===== config.mk =====
export PLATFORM = sky130hd
export DESIGN_NAME = mem_arbiter_flat
export DESIGN_NICKNAME = d
export VERILOG_FILES = /design/src/rtl/lc3b_types.sv /design/src/rtl/mem_arbiter_if.sv /design/src/rtl/mem_arbiter.sv /design/src/flat_wrapper.sv
export SDC_FILE = /design/constraint.sdc
export NUM_CORES = 1
export LEC_CHECK = 0
export BUFFER_PORTS_ARGS = -buffer_cell sky130_fd_sc_hd__buf_2
export CAP_MARGIN = 0
export CORE_AREA = 4 4 273 275
export CTS_CLUSTER_DIAMETER = 120
export DETAILED_ROUTE_END_ITERATION = 10
export DIE_AREA = 0 0 277 279
export SYNTH_ARGS = -nofsm -noshare
export SYNTH_HDL_FRONTEND = slang
export SYNTH_SLANG_ARGS = --single-unit

===== constraint.sdc =====
create_clock -name clk -period 2.2 [get_ports clk]
set_clock_uncertainty 0.15 [all_clocks]
set_input_delay 0.44 -clock clk [delete_from_list [all_inputs] [get_ports clk]]
set_output_delay 0.44 -clock clk [all_outputs]
set_load 0.02 [all_outputs]

===== src/rtl/lc3b_types.sv =====
// rtl/lc3b_types.sv - shared LC-3b word/cacheline types and arbiter state encoding
package lc3b_types;

    typedef logic [15:0]  lc3b_word;
    typedef logic [127:0] lc3b_cacheline;

    typedef enum logic [1:0] {
        IDLE    = 2'd0,
        SERVE_I = 2'd1,
        SERVE_D = 2'd2
    } arb_state_t;

endpackage


===== src/rtl/mem_arbiter_if.sv =====
// rtl/mem_arbiter_if.sv - I-cache/D-cache request bus and eviction-buffer bus seen by the arbiter
interface mem_arbiter_if;
    import lc3b_types::*;

    logic          i_mem_read;
    lc3b_word      i_mem_address;
    logic          i_mem_resp;
    lc3b_cacheline i_mem_rdata;

    logic          d_mem_read;
    logic          d_mem_write;
    lc3b_word      d_mem_address;
    lc3b_cacheline d_mem_wdata;
    logic          d_mem_resp;
    lc3b_cacheline d_mem_rdata;

    logic          buf_mem_read;
    logic          buf_mem_write;
    lc3b_word      buf_mem_address;
    lc3b_cacheline buf_mem_wdata;
    logic          buf_mem_resp;
    lc3b_cacheline buf_mem_rdata;

    // Caches and eviction buffer together, as seen from outside the arbiter.
    modport master (
        output i_mem_read, i_mem_address,
        output d_mem_read, d_mem_write, d_mem_address, d_mem_wdata,
        output buf_mem_resp, buf_mem_rdata,
        input  i_mem_resp, i_mem_rdata, d_mem_resp, d_mem_rdata,
        input  buf_mem_read, buf_mem_write, buf_mem_address, buf_mem_wdata
    );

    modport slave (
        input  i_mem_read, i_mem_address,
        input  d_mem_read, d_mem_write, d_mem_address, d_mem_wdata,
        input  buf_mem_resp, buf_mem_rdata,
        output i_mem_resp, i_mem_rdata, d_mem_resp, d_mem_rdata,
        output buf_mem_read, buf_mem_write, buf_mem_address, buf_mem_wdata
    );

endinterface


===== src/rtl/mem_arbiter.sv =====
// rtl/mem_arbiter.sv - I/D cache arbiter onto the eviction buffer; ARB_RR_EN selects round-robin over fixed D>I priority
module mem_arbiter
    import lc3b_types::*;
#(
    parameter int STALL_CNT_W = 16
) (
    input  logic                   clk,
    input  logic                   rst_n,
    mem_arbiter_if.slave           bus,
    output logic [STALL_CNT_W-1:0] stall_count
);

    arb_state_t state;
    logic       i_pend;
    logic       d_pend;
    logic       grant_d;
    logic       other_waiting;

    assign i_pend = bus.i_mem_read;
    assign d_pend = bus.d_mem_read | bus.d_mem_write;

`ifdef ARB_RR_EN
    logic last_d;

    // On contention the requester not served last wins; otherwise whoever asks.
    assign grant_d = d_pend & (~i_pend | ~last_d);
`else
    assign grant_d = d_pend;
`endif

    assign other_waiting = ((state == SERVE_I) & d_pend) |
                           ((state == SERVE_D) & i_pend);

    always_ff @(posedge clk or negedge rst_n) begin
        if (!rst_n) begin
            state       <= IDLE;
            stall_count <= '0;
`ifdef ARB_RR_EN
            last_d      <= 1'b0;
`endif
        end else begin
            case (state)
                IDLE: begin
                    if (grant_d) begin
                        state  <= SERVE_D;
`ifdef ARB_RR_EN
                        last_d <= 1'b1;
`endif
                    end else if (i_pend) begin
                        state  <= SERVE_I;
`ifdef ARB_RR_EN
                        last_d <= 1'b0;
`endif
                    end
                end
                SERVE_I, SERVE_D: begin
                    // Completion always returns through IDLE so the requester can drop its request.
                    if (bus.buf_mem_resp)
                        state <= IDLE;
                end
                default: state <= IDLE;
            endcase

            if (other_waiting && (stall_count != '1))
                stall_count <= stall_count + 1'b1;
        end
    end

    always_comb begin
        bus.buf_mem_read    = 1'b0;
        bus.buf_mem_write   = 1'b0;
        bus.buf_mem_address = '0;
        bus.buf_mem_wdata   = '0;
        bus.i_mem_resp      = 1'b0;
        bus.d_mem_resp      = 1'b0;
        case (state)
            SERVE_I: begin
                bus.buf_mem_read    = bus.i_mem_read;
                bus.buf_mem_address = bus.i_mem_address;
                bus.i_mem_resp      = bus.buf_mem_resp;
            end
            SERVE_D: begin
                // A simultaneous read+write from the D-cache is treated as a write.
                bus.buf_mem_write   = bus.d_mem_write;
                bus.buf_mem_read    = bus.d_mem_read & ~bus.d_mem_write;
                bus.buf_mem_address = bus.d_mem_address;
                bus.buf_mem_wdata   = bus.d_mem_wdata;
                bus.d_mem_resp      = bus.buf_mem_resp;
            end
            default: ;
        endcase
    end

    assign bus.i_mem_rdata = bus.buf_mem_rdata;
    assign bus.d_mem_rdata = bus.buf_mem_rdata;

endmodule


===== src/flat_wrapper.sv =====
// flat-port wrapper written by rule: the top's interface ports become plain ports
module mem_arbiter_flat import lc3b_types::*;
#(
    parameter int STALL_CNT_W = 16
)
  (clk, rst_n, stall_count, bus_i_mem_read, bus_i_mem_address, bus_d_mem_read, bus_d_mem_write, bus_d_mem_address, bus_d_mem_wdata, bus_buf_mem_resp, bus_buf_mem_rdata, bus_i_mem_resp, bus_i_mem_rdata, bus_d_mem_resp, bus_d_mem_rdata, bus_buf_mem_read, bus_buf_mem_write, bus_buf_mem_address, bus_buf_mem_wdata);
  mem_arbiter_if bus_i ();
  input  logic clk;
  input  logic rst_n;
  output logic [STALL_CNT_W-1:0] stall_count;
  input wire logic [$bits(bus_i.i_mem_read)-1:0] bus_i_mem_read;
  input wire logic [$bits(bus_i.i_mem_address)-1:0] bus_i_mem_address;
  input wire logic [$bits(bus_i.d_mem_read)-1:0] bus_d_mem_read;
  input wire logic [$bits(bus_i.d_mem_write)-1:0] bus_d_mem_write;
  input wire logic [$bits(bus_i.d_mem_address)-1:0] bus_d_mem_address;
  input wire logic [$bits(bus_i.d_mem_wdata)-1:0] bus_d_mem_wdata;
  input wire logic [$bits(bus_i.buf_mem_resp)-1:0] bus_buf_mem_resp;
  input wire logic [$bits(bus_i.buf_mem_rdata)-1:0] bus_buf_mem_rdata;
  output wire logic [$bits(bus_i.i_mem_resp)-1:0] bus_i_mem_resp;
  output wire logic [$bits(bus_i.i_mem_rdata)-1:0] bus_i_mem_rdata;
  output wire logic [$bits(bus_i.d_mem_resp)-1:0] bus_d_mem_resp;
  output wire logic [$bits(bus_i.d_mem_rdata)-1:0] bus_d_mem_rdata;
  output wire logic [$bits(bus_i.buf_mem_read)-1:0] bus_buf_mem_read;
  output wire logic [$bits(bus_i.buf_mem_write)-1:0] bus_buf_mem_write;
  output wire logic [$bits(bus_i.buf_mem_address)-1:0] bus_buf_mem_address;
  output wire logic [$bits(bus_i.buf_mem_wdata)-1:0] bus_buf_mem_wdata;
  assign bus_i.i_mem_read = bus_i_mem_read;
  assign bus_i.i_mem_address = bus_i_mem_address;
  assign bus_i.d_mem_read = bus_d_mem_read;
  assign bus_i.d_mem_write = bus_d_mem_write;
  assign bus_i.d_mem_address = bus_d_mem_address;
  assign bus_i.d_mem_wdata = bus_d_mem_wdata;
  assign bus_i.buf_mem_resp = bus_buf_mem_resp;
  assign bus_i.buf_mem_rdata = bus_buf_mem_rdata;
  assign bus_i_mem_resp = bus_i.i_mem_resp;
  assign bus_i_mem_rdata = bus_i.i_mem_rdata;
  assign bus_d_mem_resp = bus_i.d_mem_resp;
  assign bus_d_mem_rdata = bus_i.d_mem_rdata;
  assign bus_buf_mem_read = bus_i.buf_mem_read;
  assign bus_buf_mem_write = bus_i.buf_mem_write;
  assign bus_buf_mem_address = bus_i.buf_mem_address;
  assign bus_buf_mem_wdata = bus_i.buf_mem_wdata;
  mem_arbiter #(.STALL_CNT_W(STALL_CNT_W)) u_core (.clk(clk), .rst_n(rst_n), .bus(bus_i), .stall_count(stall_count));
endmodule

# [Yosys cells after proc, flatten, opt, wreduce, memory -nomap -nowiden]
# Cells that the tools add are included.
[classes] n_addsub=1 eq_ne=5 mux=10 n_bitwise=6 n_reduce_logical=4
[ops] op="two-way mux 128 bit" count=1
[ops] op="one-hot mux 16 bit (2 select lines)" count=1
[ops] op="adder 16 x 1 -> 16 bit, second input constant" count=1
[ops] op="inequality test 16 bit, second input constant" count=1
[ops] op="two-way mux 2 bit" count=3
[ops] op="one-hot mux 2 bit (2 select lines)" count=1
[ops] op="bitwise AND 1 bit" count=3
[ops] op="two-way mux 1 bit" count=3
[ops] op="inequality test 3 x 2 -> 1 bit, second input constant" count=1
[ops] op="== test 2 x 1 -> 1 bit, second input constant" count=1
[ops] op="== test 2 bit, second input constant" count=1
[ops] op="logical NOT 2 bit" count=1
[ops] op="inequality test 2 bit, second input constant" count=1
[ops] op="bitwise OR 1 bit" count=2
[ops] op="one-hot mux 1 bit (2 select lines)" count=1
[ops] op="AND reduction 2 bit" count=1
[ops] op="OR reduction 2 bit" count=1
[ops] op="logical AND 1 bit" count=1
[ops] op="NOT 1 bit" count=1
[word_totals] regBits=18 inputBits=294 word_cells=28

# [Depth between registers and ports, before layout]
# Gate-level depths: netlist of run 1.
[depth] ltp_word=4 depth_mapped=7

# [Worst setup path after synthesis of run 1]
# No wires, ideal clock.
[synth_timing] path_type="reg2out" from="register u_core.state[1]" to="output port bus_buf_mem_read" arrival_ps=1605 path_slack_ps=5 path_stages_with_launch=7 path_cell_list="dfrtp_1 -> inv_1 -> ha_1 -> buf_2 -> clkbuf_1 -> nand2_1 -> a21boi_0"
[synth_via] elab_chain_cells=2 word_cells_on_any_way=3 classes_between="2 x eq/ne; 1 x mux"
[synth_rtl] element="from (decl)" line="mem_arbiter.sv:13" text="arb_state_t state;"
[synth_rtl] element="from (signal assigned)" line="mem_arbiter.sv:36" text="state <= IDLE;"
[synth_rtl] element="from (signal assigned)" line="mem_arbiter.sv:45" text="state <= SERVE_D;"
[synth_rtl] element="from (signal assigned)" line="mem_arbiter.sv:50" text="state <= SERVE_I;"
[synth_rtl] element="== test 2 bit / == test 2 x 1 -> 1 bit (equally long branches)" line="mem_arbiter.sv:76" text="case (state)"
[synth_rtl] element="one-hot mux 1 bit (2 select lines) (*)" line="mem_arbiter.sv:76"
[synth_rtl] element="to (decl)" line="flat_wrapper.sv:23" text="output wire logic [$bits(bus_i.buf_mem_read)-1:0] bus_buf_mem_read;"
# Mark *: on every way between the ends. The rest lies on a longest branch, timed or not.

# [Final worst setup path of run 1]
[layout_timing] from="register u_core.state[0]" to="output port bus_buf_mem_address[15]"
[layout_via] elab_chain_cells=2 word_cells_on_any_way=3 classes_between="2 x eq/ne; 1 x mux"
[layout_rtl] element="== test 2 bit / == test 2 x 1 -> 1 bit (equally long branches)" line="mem_arbiter.sv:76"
[layout_rtl] element="one-hot mux 16 bit (2 select lines) (*)" line="mem_arbiter.sv:76"
[layout_rtl] element="to (decl)" line="flat_wrapper.sv:25" text="output wire logic [$bits(bus_i.buf_mem_address)-1:0] bus_buf_mem_address;"
# Marked as above.

==> results of run 1 <==
-- report_power, final --
group / internal [mW] / switching [mW] / total, mW
logic: 2.89 / 3.32 / 6.21
registers: 0.398 / 0.101 / 0.500
clock network: 0.277 / 0.133 / 0.410
total: 3.56 / 3.56 / 7.12
-- worst register-to-register path, cell delays in order (launching register included) --
cell and delay (ns):
dfrtp_1 0.40, inv_2 0.09, ha_4 0.17, buf_12 0.17, buf_4 0.14, nand2_2 0.10, a211oi_4 0.34, o2111ai_1 0.18
xnor2_1 0.15
-- cell usage after synthesis (all sizes together) --
master / count
and2: 134
buf: 257
nor2b: 17
a21oi: 3
a22oi: 16
o22ai: 1
inv: 3
mux2: 1
nand4b: 1
and3: 3
o211ai: 2
nor2: 2
nand3: 4
o2111ai: 3
clkbuf: 18
xor2: 1
a211oi: 2
xnor2: 14
and4: 2
nand4: 5
o21ai: 4
ha: 4
nand3b: 1
dfrtp: 18
nand2: 9
a21boi: 2
-- final timing paths --
kind | startpoint | end | slack (ns) | cells after the start
setup / recovery | u_core.state[0]$_DFFE_PN0P_ | bus_buf_mem_address[15] | -0.05 | 7
hold / removal | u_core.stall_count[10]$_DFFE_PN0P_ | u_core.stall_count[10]$_DFFE_PN0P_ | 0.36 | 1
setup reg to reg | u_core.state[0]$_DFFE_PN0P_ | u_core.stall_count[8]$_DFFE_PN0P_ | 0.19 | 8
hold reg to reg | u_core.stall_count[10]$_DFFE_PN0P_ | u_core.stall_count[10]$_DFFE_PN0P_ | 0.36 | 1
max in group asynchronous | rst_n | u_core.stall_count[11]$_DFFE_PN0P_ | 1.11 | 2
min in group asynchronous | rst_n | u_core.stall_count[5]$_DFFE_PN0P_ | 0.50 | 2
-- kinds of logic (layout without fill, tap and decap cells) --
kind of cell	after synthesis	in the layout	share of synthesized area (%)
AO/OA/AOI/OAI	33	33	6.64
XOR/XNOR	15	15	3.24
adder cells (fa/ha/maj)	4	4	1.24
buffers and inverters	278	364	49.5
flip-flops	18	18	11.1
multiplexers	1	1	0.278
other	0	14	0
AND/OR/NAND/NOR	178	178	27.9
-- cells in the final DEF, fill, tap and decap left out, types with 12 or more instances in the layout --
master	Yosys	final
and2_1	133	94
and2_4	0	39
buf_2	1	215
buf_4	256	59
buf_6	0	55
buf_8	0	12
dfrtp_1	18	18
diode_2	0	14
nor2b_1	17	16
xnor2_1	14	14
-- metal layers --
layer	vias to the layer above	routed length (um)
met5	-	105
met4	10	1230
met3	114	10400
met2	564	16200
met1	1587	11500
li1	1599	-
-- what timing repair did --
action,in CTS,in global routing
hold endpoints to repair,18,0
setup endpoints to repair,106,137
pin swaps,2,1
buffers inserted,6,8
cloned,2,3
gates resized for setup,55,208
hold buffers,1,0
-- through the flow --
stage | instances | hold slack [ns] | worst slack (ns) | TNS, ns
floorplan | 527 | -0.00559 | 0.00478 | 0
global placement | 1549 | 0.245 | 0.0539 | 0
detailed placement | 1549 | 0.254 | 0.0385 | 0
CTS | 1562 | 0.358 | -0.0428 | -0.182
global route | 1574 | 0.392 | -0.0986 | -3.05
finish | 1586 | 0.362 | -0.0493 | -0.0863
-- state kept, by name, summed over array words and instances (netlist names) --
name	cells
u_core.stall_count	16
u_core.state	2
-- cell type report --
cell class	count	area share [%]
multi-input combinational	231	28.6
timing repair buffer	357	42.5
antenna	14	0.568
sequential	18	7.30
tap	959	19.4
clock buffer	4	1.44
inverter	3	0.182
==> metrics.txt, run 1 <==
outcome complete, but fails checks; failing checks setup timing; crit end category output port; TritonCTS buffer count 3; Worst Path Required between 1.5 and 2 ns; register area share after synthesis 11.1%; CP max FO 16; Worst setup SP type flip-flop; final core utilization under 10%; drt drc 0; Pwr Total just over 7 mW; I/O pin total 714; slowest CP cell dfrtp_1; PD cells ~1200 nW/um^2; clock-pin slew on the worst setup and hold paths 0.05 ns; cell mode on critical path buf_4; Syn Area/Cell between 7 and 8 sq um; Top delay family on crit path buffers and inverters; initial antenna violation count 45; CP Buf/Inv Count 4; H-tree depth 1; Filler cells 8480; Yosys Warn Count 0; vias in the first global route 4027; fin nets approximately 910; multi-input logic area 1760 sq um; Die Wd between 200 and 300 um; Worst Max-Slew Pin Slew 0.404 ns; TritonCTS clock tree built; Slew HR around 73%; Final GP Congestion 0.749; clk root buf clkbuf_16; M1 GR Usage 8.03%; global routing met3 resource utilization between 10% and 20%; post-route ant nets 0; leakage power roughly 2.7 nW; largest net degree at the start of global routing 31; core region area between 70000 and 80000 sq um; Fmax between 400 and 500 MHz; vias per cell between 2 and 2.5; cell taking the most area after synthesis buf_4; Starting Density approximately 5.6%; Clock Sinks 18; WS Path Type flip-flop to output port; worst vdd ir 552 uV; vias 3874; Tcrit/Tclk final 102%; maxcap violations 0; RSZ-0062 raised after global routing yes; worst min path class flip-flop to flip-flop; grt total ovfl 0; initial drt markers 75; drt wl/cell roughly 25 um; Post-Syn Instances around 530; crit-path max cell delay ~0.40 ns; Yosys cell types 33; Most Crowded Layer GR met2; final hold violations 0; row cnt 99; fin worst setup slack -0.0493 ns; Yosys top cell area share between 40 and 50%; worst-path cell chain buf_4, ha_4, buf_12, a22oi_2, buf_4, nor2b_1, buf_4; final-report setup violation count 4; Syn Nets 825; port bufs 329; synthesized cell area just over 4000 sq um; Pre-antenna DRT Iters 4; DIE HEIGHT about 280 um; Worst-Skew Late Latency 0.25 ns; Design Area, Final 6170 sq um; fin. max-slew vios 0; placed cell area about 5100 sq um; Final HPWL DP ~36 mm; Worst Path Arrival 1.66 ns; clk buf depth 2; register area ~450 sq um; top cells by area, synth buf_4, and2_1, dfrtp_1; gr usage total a little under a tenth; global-route wire length before repair roughly 47 mm; register bit total from synthesis 18; Die Area ~77000 sq um; WL final 39.4 mm; GRT met2 Usage 14.2%; Final min period ~2.2 ns; Layout area overhead 52.4%; share of cells above drive strength 1 between 60 and 70%
No activity file was read; power rests on OpenSTA's default activity.
==> run 2: changes to the inputs <==
--- a/config.mk
+++ b/config.mk
@@ -13,2 +13,3 @@
 export DIE_AREA = 0 0 277 279
+export PLACE_DENSITY = 0.3
 export SYNTH_ARGS = -nofsm -noshare
==> constraint.sdc (replaced) <==
create_clock -name clk -period 2.2 [get_ports clk]
set_clock_uncertainty 0.15 [all_clocks]
set_input_delay 0.11 -clock clk [delete_from_list [all_inputs] [get_ports clk]]
set_output_delay 0.11 -clock clk [all_outputs]
set_load 0.02 [all_outputs]
==> run 2 against run 1 <==
The run now ends clean. Die area is the same. Total power down 23%. Worst setup slack improved by 0.17 ns. Critical path type unchanged. Critical endpoint is now bus_buf_mem_wdata[82]. Highest routed layer unchanged.
==> metrics.txt, run 2 (synthesis gave the netlist of run 1 again) <==
post-route ant nets 0; PD cells between 1000 and 1500 nW/um^2; outcome complete, no violations; crit end category output port; worst-path cell chain inv_1, ha_4, buf_4, bufbuf_16, and2_1, buf_2; Worst Path Arrival approximately 1.8 ns; most frequent cells in the layout buf_2, and2_1, dfrtp_1; drt wl/cell 11.7 um; DIE HEIGHT around 280 um; WS Path Type flip-flop to output port; Fmax 480 MHz; Worst Path Required roughly 1.9 ns; Slew HR 70.4%; grt total ovfl 0; met3 WL 2.73 mm; clk root buf clkbuf_16; metal1 wirelength around 7.6 mm; global-route wire length before repair around 24 mm; Reg with most FFs u_core.stall_count; Starting Density under 10%; final hold violations 0; Final HPWL DP around 15 mm; worst vdd ir between 400 and 500 uV; Reg2Reg Depth 7; leakage power ~2.5 nW; worst min path class input port to flip-flop; core region area 72300 sq um; worst slack, placed -0.238 ns; vias about 3400; fin. max-slew vios 0; Die Area roughly 77000 sq um; vias in the first global route between 3000 and 4000; hold endpoint u_core.state[0]$_DFFE_PN0P_; clock-pin slew on the worst setup and hold paths about 0.05 ns; max FFs per register 16; final-report setup violation count 0; Worst Hold Launch bus_i_mem_read; row cnt 99; Setup TNS 0 ns; Final min period between 2 and 2.5 ns; WL final between 15 and 20 mm; crit-path max cell delay about 0.39 ns; fin nets roughly 900; Die Wd around 280 um; I/O pin total between 700 and 800; initial antenna violation count 5; share of cells above drive strength 1 between 50% and 60%; register area approximately 450 sq um; DR top layer met5; TritonCTS clock tree built; FF-to-FF End u_core.stall_count[10]$_DFFE_PN0P_; drt drc 0; port bufs approximately 330; largest net degree at the start of global routing 50; Top Registers u_core.stall_count x16, u_core.state x2; Pwr Total between 5 and 6 mW; Filler cells about 8600; Layout area overhead 29.4%; slowest CP cell dfrtp_1; Clock Sinks 18; gr usage total 4.21%; Worst Max-Slew Pin Slew 0.444 ns; worst reg-to-reg setup slack about 0.27 ns; routed wl met2 ~7 mm; initial drt markers ~160; RSZ-0062 raised after global routing no; clk buf depth 2; Pre-antenna DRT Iters 4; Final GP Congestion 0.820; TritonCTS buffer count 3; CP max FO a little under 50; fin worst setup slack 0.117 ns; Tcrit/Tclk final a little over nine tenths; H-tree depth 1; multi-input logic area 1620 sq um; Worst setup SP type flip-flop; worst reg2reg path startpoint u_core.state[0]$_DFFE_PN0P_; vias per cell 2.20; Hold Path Depth 3; Worst-Skew Late Latency 0.25 ns; leading cell type in the layout, fill and taps excluded buf_2; maxcap violations 0
## run 2: changes by cell type in the layout (fill, tap and decap cells not counted), sizes merged
cell,delta
diode,-13
buf,-10
clkbuf,-6
bufbuf,+2
## run 2: layer usage
metal  track usage [%]  vias to the layer above
met5             0.733                        -
met2              5.65                      337
met1              5.41                     1478
li1                  -                     1540
met4              1.44                        4
met3              2.58                       74
## run 2: how the worst max path moves through the flow
stage                                startpoint                 endpoint  slack (ns)  cells after the start
floorplan           u_core.state[1]$_DFFE_PN0P_         bus_buf_mem_read        0.33                      6
global placement    u_core.state[0]$_DFFE_PN0P_         bus_buf_mem_read       -0.21                      7
detailed placement  u_core.state[0]$_DFFE_PN0P_         bus_buf_mem_read       -0.24                      7
CTS                 u_core.state[0]$_DFFE_PN0P_         bus_buf_mem_read        0.05                      7
global route        u_core.state[1]$_DFFE_PN0P_  bus_buf_mem_address[11]       0.002                      6
finish              u_core.state[0]$_DFFE_PN0P_    bus_buf_mem_wdata[82]        0.12                      6
## run 2: through the flow
step	hold WS (ns)	cell area, sq um	util (%)	instances
after floorplan	-0.336	4050	-	527
after global placement	-0.0668	5020	6.93	1548
after detailed placement	-0.0678	5020	6.93	1548
after CTS	0.0324	5230	7.24	1558
after global routing	0.0597	5240	7.24	1558
final	0.0353	5240	7.24	1559
## run 2: area by class of cell
cell class / count / share of cell area, %
Timing Repair Buffer: 343 / 35.7
Multi-Input combinational cell: 231 / 30.9
Tap cell: 959 / 22.9
Sequential cell: 18 / 8.60
Clock buffer: 4 / 1.70
Inverter: 3 / 0.215
Antenna cell: 1 / 0.0478
## run 2: repair_timing
action,CTS,global route
endpoints found under the hold margin,18,0
resized for setup,4,1
setup buffers,3,0
hold buffers,1,0
gates cloned,2,0
pin swaps,1,1
endpoints found under the setup margin,1,1
## run 2: worst max-delay path, delay by kind of cell (launching register included)
family,cells,cell delay [ns]
adders and majority gates,1,0.18
buffers and inverters,4,0.80
DFF,1,0.39
and+or+nand+nor,1,0.16
## run 2: power by group
part | switching [mW] | internal (mW) | leakage, nW
registers | 0.101 | 0.398 | 0.240
logic | 2.80 | 1.76 | 2.21
clock network | 0.131 | 0.277 | 0.0442
